$ cat src/rtl/collision_monitor.sv
// collision_monitor: hitbox overlap check between the dinosaur and the
// cactus / pterosaur obstacles, once per video frame. A hit must persist for
// CONFIRM consecutive frame_tick samples before the game is declared Dead.
// Leaving DEAD takes a Start request after RESTART_HOLD frames have elapsed.
//
// Ports:
//   Clk, Reset          system clock, asynchronous active-high reset
//   frame_tick          one-cycle pulse per video frame (sampling strobe)
//   Start               one-cycle start / restart request
//   Dino_*              dinosaur box (top-left corner and size, signed)
//   Cactus_*, ca_off    cactus box, ignored while ca_off = 1
//   Ptero_*,  pt_off    pterosaur box, ignored while pt_off = 1
//   Dead                collision latched, obstacle drawers frozen
//   Running             game in the RUN state
//   hit_src             obstacle(s) that caused the hit: {ptero, cactus}
//   overlap_now         raw overlap result from the last frame_tick sample
module collision_monitor #(
   parameter int          MARGIN       = 6,
   parameter int unsigned CONFIRM      = 2,
   parameter int unsigned RESTART_HOLD = 30
) (
   input  logic               Clk,
   input  logic               Reset,
   input  logic               frame_tick,
   input  logic               Start,
   input  logic signed [31:0] Dino_PosX,
   input  logic signed [31:0] Dino_PosY,
   input  logic signed [31:0] Dino_SizeX,
   input  logic signed [31:0] Dino_SizeY,
   input  logic signed [31:0] Cactus_PosX,
   input  logic signed [31:0] Cactus_PosY,
   input  logic signed [31:0] Cactus_SizeX,
   input  logic signed [31:0] Cactus_SizeY,
   input  logic               ca_off,
   input  logic signed [31:0] Ptero_PosX,
   input  logic signed [31:0] Ptero_PosY,
   input  logic signed [31:0] Ptero_SizeX,
   input  logic signed [31:0] Ptero_SizeY,
   input  logic               pt_off,
   output logic               Dead,
   output logic               Running,
   output logic [1:0]         hit_src,
   output logic               overlap_now
);

   localparam int unsigned CNT_W  = 4;
   localparam int unsigned HOLD_W = 8;

   typedef enum logic [1:0] {
      IDLE = 2'd0,
      RUN  = 2'd1,
      DEAD = 2'd2
   } state_t;

   state_t              state, state_nxt;
   logic [CNT_W-1:0]    confirm_cnt, confirm_cnt_nxt;
   logic [HOLD_W-1:0]   dead_frames, dead_frames_nxt;
   logic [1:0]          hit_src_nxt;
   logic                overlap_nxt;
   logic                dead_nxt;
   logic                running_nxt;

   logic                hc, hp, ov;
   logic                confirm_reached;
   logic                restart_ok;

   // One axis of the shrunk-box test: [pa+M, pa+sa-M) against [pb+M, pb+sb-M).
   // An axis whose size is <= 2*M is empty and can never overlap, even though
   // the two strict compares alone could still succeed for a degenerate box.
   function automatic logic axis_overlap(
      input logic signed [31:0] pa,
      input logic signed [31:0] sa,
      input logic signed [31:0] pb,
      input logic signed [31:0] sb
   );
      logic signed [31:0] a_lo, a_hi, b_lo, b_hi;
      logic               a_ok, b_ok;
      a_lo = pa + 32'(MARGIN);
      a_hi = pa + sa - 32'(MARGIN);
      b_lo = pb + 32'(MARGIN);
      b_hi = pb + sb - 32'(MARGIN);
      a_ok = sa > 32'(2 * MARGIN);
      b_ok = sb > 32'(2 * MARGIN);
      return a_ok && b_ok && (a_lo < b_hi) && (b_lo < a_hi);
   endfunction

   // Per-source raw hits, qualified by the obstacle-absent flags
   always_comb begin : hit_detect
      hc = !ca_off
           && axis_overlap(Dino_PosX, Dino_SizeX, Cactus_PosX, Cactus_SizeX)
           && axis_overlap(Dino_PosY, Dino_SizeY, Cactus_PosY, Cactus_SizeY);
      hp = !pt_off
           && axis_overlap(Dino_PosX, Dino_SizeX, Ptero_PosX, Ptero_SizeX)
           && axis_overlap(Dino_PosY, Dino_SizeY, Ptero_PosY, Ptero_SizeY);
      ov = hc | hp;
   end

   assign confirm_reached = ((CNT_W+1)'(confirm_cnt) + (CNT_W+1)'(1)) == (CNT_W+1)'(CONFIRM);
   assign restart_ok      = dead_frames >= HOLD_W'(RESTART_HOLD);

   // State register
   always_ff @(posedge Clk or posedge Reset) begin : state_reg
      if (Reset) state <= IDLE;
      else       state <= state_nxt;
   end

   // Next-state logic; Start out of IDLE/DEAD pre-empts any frame_tick
   always_comb begin : next_state
      state_nxt = state;
      case (state)
         IDLE:    if (Start) state_nxt = RUN;
         RUN:     if (frame_tick && ov && confirm_reached) state_nxt = DEAD;
         DEAD:    if (Start && restart_ok) state_nxt = RUN;
         default: state_nxt = IDLE;
      endcase
   end

   // Next values for counters and registered outputs
   always_comb begin : output_logic
      confirm_cnt_nxt = confirm_cnt;
      dead_frames_nxt = dead_frames;
      hit_src_nxt     = hit_src;
      overlap_nxt     = frame_tick ? ov : overlap_now;
      case (state)
         IDLE: begin
            if (Start) begin
               confirm_cnt_nxt = '0;
               dead_frames_nxt = '0;
               hit_src_nxt     = 2'b00;
            end
         end
         RUN: begin
            if (frame_tick) begin
               if (ov && confirm_reached) begin
                  hit_src_nxt     = {hp, hc};
                  dead_frames_nxt = '0;
                  confirm_cnt_nxt = '0;
               end else if (ov) begin
                  confirm_cnt_nxt = confirm_cnt + CNT_W'(1);
               end else begin
                  confirm_cnt_nxt = '0;
               end
            end
         end
         DEAD: begin
            if (Start && restart_ok) begin
               confirm_cnt_nxt = '0;
               dead_frames_nxt = '0;
               hit_src_nxt     = 2'b00;
            end else if (frame_tick && !restart_ok) begin
               // Saturates at RESTART_HOLD; nothing beyond it matters
               dead_frames_nxt = dead_frames + HOLD_W'(1);
            end
         end
         default: begin
            confirm_cnt_nxt = '0;
            dead_frames_nxt = '0;
            hit_src_nxt     = 2'b00;
         end
      endcase
      dead_nxt    = (state_nxt == DEAD);
      running_nxt = (state_nxt == RUN);
   end

   // Output and counter registers
   always_ff @(posedge Clk or posedge Reset) begin : out_reg
      if (Reset) begin
         confirm_cnt <= '0;
         dead_frames <= '0;
         hit_src     <= 2'b00;
         overlap_now <= 1'b0;
         Dead        <= 1'b0;
         Running     <= 1'b0;
      end else begin
         confirm_cnt <= confirm_cnt_nxt;
         dead_frames <= dead_frames_nxt;
         hit_src     <= hit_src_nxt;
         overlap_now <= overlap_nxt;
         Dead        <= dead_nxt;
         Running     <= running_nxt;
      end
   end

endmodule

$ cat config.mk
export PLATFORM = sky130hd
export DESIGN_NAME = collision_monitor
export DESIGN_NICKNAME = d
export VERILOG_FILES = /design/src/rtl/collision_monitor.sv
export SDC_FILE = /design/constraint.sdc
export NUM_CORES = 1
export LEC_CHECK = 0
export ABC_AREA = 1
export BUFFER_PORTS_ARGS = -buffer_cell sky130_fd_sc_hd__buf_2
export CORE_ASPECT_RATIO = 1.4
export CORE_UTILIZATION = 55
export DETAILED_ROUTE_END_ITERATION = 7
export HOLD_SLACK_MARGIN = 0.15
export PLACE_DENSITY = 0.91
export SLEW_MARGIN = 5
export SYNTH_ARGS = -nofsm -noshare
export SYNTH_HDL_FRONTEND = slang
export SYNTH_SLANG_ARGS = --single-unit
$ cat constraint.sdc
create_clock -name Clk -period 1.9 [get_ports Clk]
set_input_delay 0.095 -clock Clk [delete_from_list [all_inputs] [get_ports Clk]]
set_output_delay 0.095 -clock Clk [all_outputs]
set_load 0.01 [all_outputs]
==> load_flow_metrics.sql, run 1 <==
INSERT INTO impl_metrics (metric_group, metric, value, unit) VALUES
('status', 'status', 'stopped before the end', ''),
('status', 'lastStage', 'global routing (5_1_grt)', ''),
('status', 'tool.error', '[ERROR GRT-0116] Global routing finished with congestion. Check the congestion regions in the DRC Viewer.', ''),
('synth', 'synth_cells', '3682', ''),
('synth', 'post_synth_instance_area', '0.0235', 'mm²'),
('placement', 'gpl.final_weighted_congestion', '1.05', ''),
('cts', 'num_cts_buffers', '3', ''),
('cts', 'clockBufferDepth', '2', ''),
('die', 'fp-row-count', '89', ''),
('synth', 'synth_top_family_by_area', 'adder cells', ''),
('grt', 'grtUsageTotal', '88.8', '%'),
('grt', 'grt_pass1_wl', '296000', 'µm'),
('synth', 'post_synth_main_area_contributors', 'ha_1, inv_1, xor2_1, nand2_1, a21oi_1', ''),
('synth', 'synth-compound-area-share', '13.9', '%'),
('placement', 'port-buffer-count', '394', ''),
('placement', 'dpl_cell_area', '0.0343', 'mm²'),
('synth', 'synth_top_flop_cell', 'dfrtp_1', ''),
('synth', 'yosys.area_share.xor_xnor', '12.4', '%'),
('cts', 'ctsRootBufferMaster', 'clkbuf_16', ''),
('grt', 'first_global_vias', '45428', ''),
('synth', 'synth.yosys.warnings', '0', ''),
('synth', 'post_synthesis_register_bit_count', '19', ''),
('synth', 'yosys.cell_types.count', '52', ''),
('die', 'die_width', '177', 'µm'),
('grt', 'grt_start_max_net_pins', '20', ''),
('synth', 'post_synth_fa_ha_maj_area_fraction', '33.5', '%'),
('die', 'initial_utilization', '55.8', '%'),
('synth', 'post_synth_most_frequent_cells', 'inv_1, ha_1, nand2_1', ''),
('synth', 'syn-num-nets', '4698', ''),
('synth', 'synth_top_area_share', '33.0', '%'),
('placement', 'dp_hpwl', '101000', 'µm'),
('synth', 'synth-edff-count', '0', ''),
('synth', 'synth_simple_gate_area_share', '21.9', '%'),
('synth', 'synth.yosys.seq_area_share', '2.02', '%'),
('synth', 'synth.area.mux_share', '0.0479', '%'),
('cts', 'cts.sink_count', '19', ''),
('die', 'die_h', '247', 'µm'),
('die', 'io-pin-count', '395', ''),
('grt', 'globalRouteOverflowTotal', '1515', ''),
('synth', 'synth-async-reset-ratio', '100', '%'),
('synth', 'post_synth.cell_area_avg', '6.39', 'µm²'),
('synth', 'yosys.area.top_type', 'ha_1', ''),
('cts', 'h-tree-depth', '1', ''),
('synth', 'post-synth-top-count-cell', 'inv_1', '');
layer usage:
| layer | overflow | global-route usage, % |
|---|---|---|
| met5 | 13 | 58.1 |
| met4 | 427 | 94.9 |
| met3 | 31 | 79.4 |
| met2 | 984 | 104 |
| met1 | 60 | 82.2 |
timing repair:
action                                  4_1_cts
hold buffers                                  1
endpoints found under the setup margin       19
hold endpoints to repair                     19
setup buffers                                48
pin swaps                                    63
resized for setup                            95
cells by family after synthesis:
logic type	Yosys count
buffers and inverters	1020
flip-flops	19
XOR/XNOR	333
multiplexers	1
AO/OA/AOI/OAI	583
AND/OR/NAND/NOR	1100
adder cells (fa/ha/maj)	626
through the flow:
stage	hold WS, ps	std cells	TNS, ps	setup slack [ps]
3_5_place_dp	246	5669	-65010	-3490
3_3_place_gp	211	5669	-53370	-2880
2_1_floorplan	46.1	3682	-44070	-2390
4_1_cts	153	5722	-50750	-2720
==> run 2, diff against run 1 <==
Settings changed: CORE_ASPECT_RATIO 1.4 to unset, CORE_UTILIZATION 55 to 40, HOLD_SLACK_MARGIN 0.15 to unset, PLACE_DENSITY 0.91 to unset, PLACE_DENSITY_LB_ADDON set to 0.15.
Clock period 1.9 ns to 2.47 ns, I/O delays scaled along.
==> load_flow_metrics.sql, run 2 <==
INSERT INTO impl_metrics (metric_group, metric, value, unit) VALUES
('synth', 'synth.yosys.warnings', '0', ''),
('placement', 'gpl.final_weighted_congestion', '0.930', ''),
('setup_path', 'timing.critical_path.required', '2610', 'ps'),
('synth', 'synth_top_family_by_area', 'adder cells', ''),
('timing', 'hold_violations_final', '19', ''),
('setup_path', 'worstPathMaxFanout', '6', ''),
('cts', 'clockBufferDepth', '2', ''),
('setup_path', 'timing.reg2reg.worst_path_depth', '11', ''),
('die', 'die_h', '245', 'µm'),
('setup_path', 'ff2ff_setup_slack', '280', 'ps'),
('synth', 'yosys.area.top_type', 'ha_1', ''),
('final_layout', 'num-nets-final', '6206', ''),
('setup_path', 'critical-path-max-stage-delay', '290', 'ps'),
('power_and_ir_drop', 'max-vdd-ir-drop', '146', 'µV'),
('synth', 'synth-edff-count', '0', ''),
('synth', 'post_synth.cell_area_avg', '6.39', 'µm²'),
('routing', 'first_pass_iters', '6', ''),
('status', 'status', 'complete, but fails checks', ''),
('setup_path', 'slowest_stage_cell_on_the_critical_path', 'ha_4', ''),
('setup_path', 'reg2reg_to', 'confirm_cnt[3]$_DFFE_PP0P_', ''),
('synth', 'synth.yosys.seq_area_share', '2.02', '%'),
('synth', 'post_synthesis_register_bit_count', '19', ''),
('synth', 'synth_top_flop_cell', 'dfrtp_1', ''),
('cts', 'h-tree-depth', '1', ''),
('cts', 'cts_tree', 'done', ''),
('flow_run', 'number_of_maximum_capacitance_constraint_violations', '0', ''),
('grt', 'grt_pass1_wl', '126000', 'µm'),
('die', 'design.core.area', '0.0579', 'mm²'),
('setup_path', 'crit_path_end_kind', 'register', ''),
('power_and_ir_drop', 'power_density', '350', 'mW/mm²'),
('synth', 'post_synth_instance_area', '0.0235', 'mm²'),
('cts', 'cts.clk_slew.worst_paths', '50', 'ps'),
('routing', 'number_of_antenna_violating_nets_in_the_routed_design', '0', ''),
('setup_path', 'worst_ep_arrival_time', '4810', 'ps'),
('synth', 'yosys.area_share.xor_xnor', '12.4', '%'),
('timing', 'setup-tns-final', '-39610', 'ps'),
('placement', 'place_ws', '-2590', 'ps'),
('synth', 'post_synth_fa_ha_maj_area_fraction', '33.5', '%'),
('grt', 'first_global_vias', '27567', ''),
('routing', 'wl', '80400', 'µm'),
('synth', 'post_synth_most_frequent_cells', 'inv_1, ha_1, nand2_1', ''),
('status', 'violations', 'hold timing, setup timing', ''),
('timing', 'max_slew.worst_pin.slew', '730', 'ps'),
('timing', 'peak_freq', '214', 'MHz'),
('die', 'initial_utilization', '40.6', '%'),
('die', 'die-area', '0.0598', 'mm²'),
('die', 'die_width', '245', 'µm'),
('grt', 'number_of_antenna_violations_at_the_first_check_in_global_routing', '5', ''),
('timing', 'final.setup.worst_slack', '-2200', 'ps'),
('min_path', 'timing.hold.worst.class', 'input pin to asynchronous set/reset pin', ''),
('synth', 'yosys.cell_types.count', '52', ''),
('routing', 'drt_iter0_drc', '936', ''),
('final_layout', 'layout.cells.most_common', 'buf_4', ''),
('power_and_ir_drop', 'p_leak', '21.3', 'nW'),
('timing', 'finalHoldWorstSlack', '-6.86', 'ps'),
('placement', 'dp_hpwl', '74000', 'µm'),
('placement', 'port-buffer-count', '394', ''),
('cts', 'cts.sink_count', '19', ''),
('final_layout', 'largest_register_ffs', '8', ''),
('synth', 'synth_cells', '3682', ''),
('cts', 'ctsRootBufferMaster', 'clkbuf_16', ''),
('timing', 'setup_violations', '19', ''),
('cts', 'num_cts_buffers', '3', ''),
('timing', 'setup_repair_after_global_routing_missed_its_margin', 'true', ''),
('synth', 'synth_top_area_share', '33.0', '%'),
('final_layout', 'biggestRegsByFlops', 'dead_frames x8, confirm_cnt x4', ''),
('power_and_ir_drop', 'total_power', '12.6', 'mW'),
('die', 'io-pin-count', '395', ''),
('synth', 'synth-compound-area-share', '13.9', '%'),
('routing', 'routed_wire_length_per_instance', '13.5', 'µm'),
('grt', 'grt_start_max_net_pins', '20', ''),
('routing', 'overall_via_count_from_detail_route', '27873', ''),
('setup_path', 'worst-setup-path-type', 'input pin to register', ''),
('synth', 'synth.area.mux_share', '0.0479', '%'),
('synth', 'post_synth_main_area_contributors', 'ha_1, inv_1, xor2_1, nand2_1, a21oi_1', ''),
('timing', 'timing.slew.headroom', '51.2', '%'),
('routing', 'via_per_instance_ratio', '4.68', ''),
('grt', 'globalRouteOverflowTotal', '0', ''),
('grt', 'grtUsageTotal', '26.2', '%'),
('timing', 'period_minus_slack', '4670', 'ps'),
('routing', 'drc', '0', ''),
('timing', 'final_max_slew_viol_count', '0', ''),
('final_layout', 'layout-drive-gt1-share', '34.5', '%'),
('setup_path', 'critical_path_startpoint_category', 'input pin', ''),
('synth', 'synth-async-reset-ratio', '100', '%'),
('synth', 'synth_simple_gate_area_share', '21.9', '%'),
('setup_path', 'critical_path.reg2reg.startpoint', 'dead_frames[0]$_DFFE_PP0P_', ''),
('die', 'fp-row-count', '88', ''),
('timing', 'finClkSkew', '2.15', 'ps'),
('final_layout', 'mostFrequentLayoutCells', 'buf_4, inv_1, ha_1', ''),
('timing', 'post-route-period-util', '189', '%'),
('final_layout', 'areaGrowthSynthToFinish', '52.8', '%'),
('synth', 'syn-num-nets', '4698', ''),
('final_layout', 'largest_register', 'dead_frames', ''),
('cts', 'cts_hold_buffers', '0', ''),
('synth', 'post-synth-top-count-cell', 'inv_1', ''),
('cts', 'clk-insertion-delay-late', '250', 'ps');
==> run 2: worst max-delay path: cells and delay by family <==
family | cells | cell delay, ps
buffers and inverters | 7 | 580
XOR/XNOR | 1 | 190
adder cells (fa/ha/maj) | 2 | 450
AND/OR/NAND/NOR | 28 | 3460
==> run 2: worst max-delay path by stage <==
| stage | cells past startpoint | slack, ps | from | to |
|---|---|---|---|---|
| floorplan | 35 | -1850 | Ptero_PosX[1] | dead_frames[0]$_DFFE_PP0P_ |
| global placement | 35 | -2510 | Cactus_PosY[5] | dead_frames[1]$_DFFE_PP0P_ |
| detailed placement | 35 | -2590 | Cactus_PosY[5] | dead_frames[1]$_DFFE_PP0P_ |
| CTS | 36 | -2070 | Dino_PosY[4] | hit_src[1]$_DFFE_PP0P_ |
| global route | 38 | -2540 | Dino_PosY[1] | hit_src[0]$_DFFE_PP0P_ |
| finish | 38 | -2200 | Dino_PosY[1] | hit_src[1]$_DFFE_PP0P_ |
==> run 2: area by class of cell <==
type	count	area, µm²
fill	5646	22000
multi-input combinational	2643	20200
timing repair buffer	1504	10400
inverter	1019	3830
tap	765	957
sequential	19	475
clock buffer	4	78.8
antenna	5	12.5
==> run 2: power breakdown <==
group | internal [mW] | total [mW] | switching, mW
clock | 0.219 | 0.332 | 0.112
sequential | 0.319 | 0.326 | 0.00727
combinational | 5.88 | 11.9 | 6.06
==> run 2: through the flow <==
step / std cells / utilization [%] / cell area [µm²] / hold WS (ps)
after floorplan: 3682 / - / 23800 / 74.6
after global placement: 5897 / 59.8 / 34700 / 272
after detailed placement: 5897 / 59.8 / 34700 / 276
after CTS: 5941 / 61.4 / 35500 / 17.6
after global routing: 5958 / 62.1 / 35900 / 55.7
final: 5959 / 62.1 / 36000 / -6.86
==> run 2: kinds of logic after synthesis <==
kind of cell | Yosys count
buffers and inverters | 1020
AND/OR/NAND/NOR | 1100
AO/OA/AOI/OAI | 583
flip-flops | 19
adder cells (fa/ha/maj) | 626
XOR/XNOR | 333
multiplexers | 1
==> run 2: per-layer routing <==
metal / track usage [%] / wire length [µm] / vias up
met5: 0 / 0 / -
met4: 5.81 / 1950 / 0
li1: - / - / 14907
met2: 51.5 / 40800 / 425
met1: 31.2 / 35300 / 12467
met3: 0.472 / 2300 / 74
==> run 2: what timing repair did <==
item	CTS	global route
gates resized for setup	112	75
endpoints found under the setup margin	19	19
buffers inserted	40	14
pin swaps	78	61
gates cloned	0	0
(Power assumes the default switching activity.)
==> run 3, diff against run 2 <==
Clock period 2.47 ns to 5.8 ns, I/O delays scaled along.
==> load_flow_metrics.sql, run 3 (synthesized netlist as in run 2, its figures left out) <==
INSERT INTO impl_metrics (metric_group, metric, value, unit) VALUES
('setup_path', 'crit_family', 'compound AO/OA/AOI/OAI gates', ''),
('routing', 'overall_via_count_from_detail_route', '23762', ''),
('grt', 'grtUsageTotal', '23.3', '%'),
('grt', 'grt_pass1_wl', '112000', 'µm'),
('power_and_ir_drop', 'clock_power_share', '3.6', '%'),
('setup_path', 'worst_ep_arrival_time', '5430', 'ps'),
('cts', 'cts_hold_buffers', '0', ''),
('final_layout', 'areaGrowthSynthToFinish', '13.4', '%'),
('placement', 'dp_hpwl', '66400', 'µm'),
('cts', 'h-tree-depth', '1', ''),
('cts', 'post_cts_buffers', '0', ''),
('setup_path', 'critPathCapture', 'dead_frames[2]$_DFFE_PP0P_', ''),
('routing', 'drc', '0', ''),
('routing', 'via_per_instance_ratio', '4.89', ''),
('setup_path', 'worstPathMaxFanout', '11', ''),
('timing', 'finalHoldWorstSlack', '160', 'ps'),
('power_and_ir_drop', 'max-vdd-ir-drop', '63.8', 'µV'),
('final_layout', 'largest_register', 'dead_frames', ''),
('grt', 'globalRouteOverflowTotal', '0', ''),
('routing', 'first_pass_iters', '8', ''),
('status', 'status', 'finished, final reports clean', ''),
('setup_path', 'worst-setup-path-type', 'input pin to register', ''),
('cts', 'ctsRootBufferMaster', 'clkbuf_16', ''),
('final_layout', 'layout-drive-gt1-share', '12.6', '%'),
('setup_path', 'timing.critical_path.buf_inv', '4', ''),
('cts', 'cts.sink_count', '19', ''),
('routing', 'routed_wire_length_per_instance', '14.7', 'µm'),
('placement', 'dpl_cell_area', '0.0265', 'mm²'),
('timing', 'post-route-period-util', '90.3', '%'),
('die', 'initial_utilization', '40.6', '%'),
('placement', 'gpl.final_weighted_congestion', '0.973', ''),
('setup_path', 'critical_path.reg2reg.startpoint', 'dead_frames[0]$_DFFE_PP0P_', ''),
('power_and_ir_drop', 'power_density', '148', 'mW/mm²'),
('die', 'fp-row-count', '88', ''),
('setup_path', 'critical-path-max-stage-delay', '410', 'ps'),
('routing', 'drt_iter0_drc', '801', ''),
('final_layout', 'num-nets-final', '5105', ''),
('final_layout', 'mostFrequentLayoutCells', 'inv_1, ha_1, nand2_1', ''),
('die', 'io-pin-count', '395', ''),
('flow_run', 'number_of_maximum_capacitance_constraint_violations', '0', ''),
('min_path', 'timing.hold.worst.class', 'input pin to asynchronous set/reset pin', ''),
('final_layout', 'biggestRegsByFlops', 'dead_frames x8, confirm_cnt x4', ''),
('timing', 'max_slew.worst_pin.slew', '767', 'ps'),
('timing', 'final_max_slew_viol_count', '0', ''),
('power_and_ir_drop', 'switching_share', '56.9', '%'),
('final_layout', 'largest_register_ffs', '8', ''),
('timing', 'peak_freq', '191', 'MHz'),
('die', 'design.core.area', '0.0579', 'mm²'),
('grt', 'first_global_vias', '23422', ''),
('cts', 'cts_tree', 'done', ''),
('power_and_ir_drop', 'share_comb_of_total_power', '92.9', '%'),
('power_and_ir_drop', 'power.switching', '2.24', 'mW'),
('timing', 'final.setup.worst_slack', '561', 'ps'),
('setup_path', 'timing.reg2reg.worst_path_depth', '11', ''),
('setup_path', 'crit_path_end_kind', 'register', ''),
('setup_path', 'critPathMostFrequentCell', 'nand2_1', ''),
('setup_path', 'timing.critical_path.required', '5990', 'ps'),
('cts', 'cts.clk_slew.worst_paths', '50', 'ps'),
('routing', 'number_of_antenna_violating_nets_in_the_routed_design', '0', ''),
('setup_path', 'reg2reg_to', 'confirm_cnt[2]$_DFFE_PP0P_', ''),
('die', 'die_h', '245', 'µm'),
('cts', 'clockBufferDepth', '2', ''),
('grt', 'number_of_antenna_violations_at_the_first_check_in_global_routing', '5', ''),
('power_and_ir_drop', 'cell_internal_pwr', '1.70', 'mW'),
('power_and_ir_drop', 'p_leak', '15.9', 'nW'),
('die', 'die_width', '245', 'µm'),
('cts', 'clk-insertion-delay-late', '250', 'ps'),
('power_and_ir_drop', 'power_frac_seq', '3.5', '%'),
('setup_path', 'ff2ff_setup_slack', '3610', 'ps'),
('final_layout', 'final_area', '0.0267', 'mm²'),
('setup_path', 'worst_setup_path_startpoint', 'Cactus_PosX[1]', ''),
('placement', 'port-buffer-count', '394', ''),
('setup_path', 'critical_path_depth', '36', ''),
('setup_path', 'slowest_stage_cell_on_the_critical_path', 'fa_1', ''),
('final_layout', 'layout.cells.most_common', 'inv_1', ''),
('timing', 'finClkSkew', '2.02', 'ps'),
('timing', 'timing.slew.headroom', '48.6', '%'),
('cts', 'post_cts_resized', '0', ''),
('routing', 'wl', '71500', 'µm'),
('timing', 'hold_violations_final', '0', ''),
('placement', 'place_ws', '109', 'ps'),
('final_layout', 'filler_cell_count', '6409', ''),
('cts', 'num_cts_buffers', '3', ''),
('setup_path', 'critical_path_startpoint_category', 'input pin', ''),
('die', 'die-area', '0.0598', 'mm²'),
('timing', 'setup_violations', '0', ''),
('timing', 'period_minus_slack', '5240', 'ps'),
('grt', 'grt_start_max_net_pins', '20', '');
[run 3: worst reg2reg max path, delay by kind of cell (launching register included)]
kind,cells,cell delay (ps)
compound gates,3,360
buf+inv,2,280
simple gates,5,900
fa+ha+maj,1,150
flops,1,420
[run 3: how the worst min path moves through the flow]
stage	endpoint	start	depth (start not counted)	slack [ps]
2_1_floorplan	Dead$_DFF_PP0_	Reset	1	240
5_1_grt	dead_frames[3]$_DFFE_PP0P_	Reset	2	240
4_1_cts	dead_frames[1]$_DFFE_PP0P_	Reset	2	190
3_3_place_gp	dead_frames[1]$_DFFE_PP0P_	Reset	2	460
3_5_place_dp	dead_frames[1]$_DFFE_PP0P_	Reset	2	460
6_report	dead_frames[3]$_DFFE_PP0P_	Reset	2	160
[run 3: power by group through the flow]
stage / registers [mW] / logic, mW / clock network (mW)
floorplan: 0.140 / 2.68 / 0
global placement: 0.141 / 3.60 / 0
detailed placement: 0.141 / 3.63 / 0
CTS: 0.139 / 3.66 / 0.143
global route: 0.139 / 4.25 / 0.151
finish: 0.139 / 3.66 / 0.143
[run 3: metrics by stage]
stage | utilization, % | power [mW] | std cells | TNS, ps
global route | 46.1 | 4.54 | 4856 | -3.81
detailed placement | 45.8 | 3.77 | 4849 | 0
finish | 46.1 | 3.95 | 4857 | 0
CTS | 45.9 | 3.94 | 4853 | 0
floorplan | - | 2.82 | 3682 | 0
global placement | 45.8 | 3.75 | 4849 | 0
[run 3: per-layer routing]
metal	track usage, %	up-vias	share of wire (%)
li1	-	12696	-
met1	27.9	10546	44
met2	45.1	431	50
met3	0.505	87	3.2
met4	6.36	2	2.9
met5	0	-	0.024
[run 3: area by class of cell]
cell class                 instances  area (µm²)  area share (%)
inverter                        1019        3820            14.3
antenna                            4        10.0          0.0375
multi-input combinational       2643       19300            72.3
tap                              765         957            3.59
sequential                        19         475            1.78
timing repair buffer             403        2040            7.64
clock buffer                       4        78.8           0.295
==> run 4, diff against run 3 <==
Settings changed: CTS_CLUSTER_SIZE set to 14, REMOVE_ABC_BUFFERS set to 1, SKIP_LAST_GASP set to 1.
==> load_flow_metrics.sql, run 4 (synthesized netlist as in run 2, its figures left out) <==
INSERT INTO impl_metrics (metric_group, metric, value, unit) VALUES
('timing', 'setup_repair_after_global_routing_missed_its_margin', 'false', ''),
('cts', 'h-tree-depth', '1', ''),
('placement', 'gpl.final_weighted_congestion', '0.962', ''),
('grt', 'grtUsageTotal', '23.5', '%'),
('cts', 'clockBufferDepth', '2', ''),
('die', 'design.core.area', '0.0579', 'mm²'),
('setup_path', 'timing.critical_path.required', '5940', 'ps'),
('setup_path', 'worstPathMaxFanout', '16', ''),
('timing', 'setup-tns-final', '0', 'ps'),
('final_layout', 'num-nets-final', '5105', ''),
('cts', 'cts.clk_slew.worst_paths', '50', 'ps'),
('power_and_ir_drop', 'power_density', '147', 'mW/mm²'),
('cts', 'cts.sink_count', '19', ''),
('die', 'fp-row-count', '88', ''),
('timing', 'post-route-period-util', '91.3', '%'),
('routing', 'drt_iter0_drc', '933', ''),
('routing', 'number_of_antenna_violating_nets_in_the_routed_design', '0', ''),
('flow_run', 'number_of_maximum_capacitance_constraint_violations', '0', ''),
('cts', 'num_cts_buffers', '3', ''),
('routing', 'wl', '71600', 'µm'),
('routing', 'drc', '0', ''),
('die', 'die-area', '0.0598', 'mm²'),
('grt', 'first_global_vias', '23245', ''),
('final_layout', 'layout.cells.most_common', 'inv_1', ''),
('setup_path', 'worst-setup-path-type', 'input pin to register', ''),
('power_and_ir_drop', 'clock_power_share', '3.5', '%'),
('setup_path', 'critical-path-max-stage-delay', '330', 'ps'),
('grt', 'grt_pass1_wl', '113000', 'µm'),
('timing', 'setup_violations', '0', ''),
('final_layout', 'biggestRegsByFlops', 'dead_frames x8, confirm_cnt x4', ''),
('die', 'io-pin-count', '395', ''),
('power_and_ir_drop', 'p_leak', '15.8', 'nW'),
('routing', 'first_pass_iters', '5', ''),
('timing', 'finClkSkew', '1.70', 'ps'),
('setup_path', 'crit_path_end_kind', 'register', ''),
('grt', 'globalRouteOverflowTotal', '0', ''),
('routing', 'via_per_instance_ratio', '4.88', ''),
('timing', 'max_slew.worst_pin.slew', '775', 'ps'),
('power_and_ir_drop', 'cell_internal_pwr', '1.69', 'mW'),
('placement', 'port-buffer-count', '394', ''),
('final_layout', 'mostFrequentLayoutCells', 'inv_1, ha_1, nand2_1', ''),
('cts', 'clk-insertion-delay-late', '240', 'ps'),
('setup_path', 'worst_ep_arrival_time', '5430', 'ps'),
('setup_path', 'critPathMostFrequentCell', 'nand2_1', ''),
('final_layout', 'final_area', '0.0267', 'mm²'),
('setup_path', 'critical_path_startpoint_category', 'input pin', ''),
('placement', 'place_ws', '100', 'ps'),
('cts', 'cts_tree', 'done', ''),
('min_path', 'timing.hold.worst.class', 'input pin to asynchronous set/reset pin', ''),
('timing', 'final.setup.worst_slack', '505', 'ps'),
('timing', 'hold_violations_final', '0', ''),
('routing', 'overall_via_count_from_detail_route', '23730', ''),
('timing', 'timing.slew.headroom', '47.8', '%'),
('power_and_ir_drop', 'share_comb_of_total_power', '93.0', '%'),
('final_layout', 'largest_register_ffs', '8', ''),
('final_layout', 'areaGrowthSynthToFinish', '13.3', '%'),
('setup_path', 'crit_family', 'simple AND/OR/NAND/NOR gates', ''),
('status', 'status', 'finished, final reports clean', ''),
('die', 'die_h', '245', 'µm'),
('cts', 'cts_hold_buffers', '0', ''),
('die', 'die_width', '245', 'µm'),
('grt', 'grt_start_max_net_pins', '20', ''),
('cts', 'ctsRootBufferMaster', 'clkbuf_16', ''),
('final_layout', 'finalCoreUtilization', '46.0', '%'),
('timing', 'final_max_slew_viol_count', '0', ''),
('timing', 'period_minus_slack', '5290', 'ps'),
('final_layout', 'layout-drive-gt1-share', '12.5', '%'),
('setup_path', 'slowest_stage_cell_on_the_critical_path', 'ha_1', ''),
('power_and_ir_drop', 'max-vdd-ir-drop', '92.9', 'µV'),
('placement', 'dp_hpwl', '66400', 'µm'),
('power_and_ir_drop', 'power_frac_seq', '3.5', '%'),
('grt', 'number_of_antenna_violations_at_the_first_check_in_global_routing', '8', ''),
('placement', 'dpl_cell_area', '0.0265', 'mm²'),
('die', 'initial_utilization', '40.6', '%'),
('placement', 'dp_cells', '4849', ''),
('power_and_ir_drop', 'power.switching', '2.24', 'mW'),
('power_and_ir_drop', 'switching_share', '56.9', '%'),
('routing', 'routed_wire_length_per_instance', '14.7', 'µm'),
('setup_path', 'timing.critical_path.buf_inv', '5', ''),
('timing', 'peak_freq', '189', 'MHz'),
('final_layout', 'instances_no_fill', '4861', ''),
('final_layout', 'largest_register', 'dead_frames', '');
[run 4: cell count changes in the layout (fill, tap and decap cells not counted)]
cell,change
o21ai_2,-2
nor4_2,-2
diode_2,+4
nor4_1,+2
nand2_1,+1
o21ai_1,+1
nand2_2,-1
o21ai_0,+1
[run 4: what timing repair did]
action,CTS,global route
buffers inserted,0,0
resized for setup,0,20
endpoints found under the setup margin,0,14
[run 4: final timing paths]
path,startpoint,slack (ps),cells past startpoint,endpoint
max,Dino_PosY[3],510,38,dead_frames[2]$_DFFE_PP0P_
min,Reset,170,2,dead_frames[6]$_DFFE_PP0P_
max reg2reg,dead_frames[0]$_DFFE_PP0P_,3670,11,confirm_cnt[2]$_DFFE_PP0P_
max in group asynchronous,Reset,5180,2,dead_frames[3]$_DFFE_PP0P_
min in group Clk,Start,350,3,Running$_DFF_PP0_
min reg2reg,dead_frames[5]$_DFFE_PP0P_,510,2,dead_frames[5]$_DFFE_PP0P_
[run 4: through the flow]
stage                     power [mW]  hold slack (ps)
final                           3.93              165
after global routing            4.54              234
after CTS                       3.93              189
after detailed placement        3.77              445
after global placement          3.75              449
after floorplan                 2.82              241
[run 4: power by group through the flow]
stage               Combinational (mW)  Sequential (mW)  Clock [mW]
floorplan                         2.68            0.140           0
global placement                  3.61            0.141           0
detailed placement                3.63            0.141           0
CTS                               3.66            0.139       0.139
global route                      4.26            0.139       0.145
finish                            3.65            0.139       0.137
[run 4: layer usage]
metal / GRT usage (%) / vias to the layer above / share of wire [%]
li1: - / 12705 / -
met1: 28.6 / 10503 / 44
met2: 44.9 / 444 / 50
met3: 0.450 / 76 / 3.8
met4: 6.12 / 2 / 2.6
met5: 0 / - / 0.015
[run 4: layout make-up]
cell class              count  area [µm²]
flip-flops and latches     19         475
inverters                1019        3820
multi-input cells        2643       19300
clock buffers               4        78.8
diodes                      8        20.0
fillers                  6376       31200
well taps                 765         957
repair buffers            403        2040
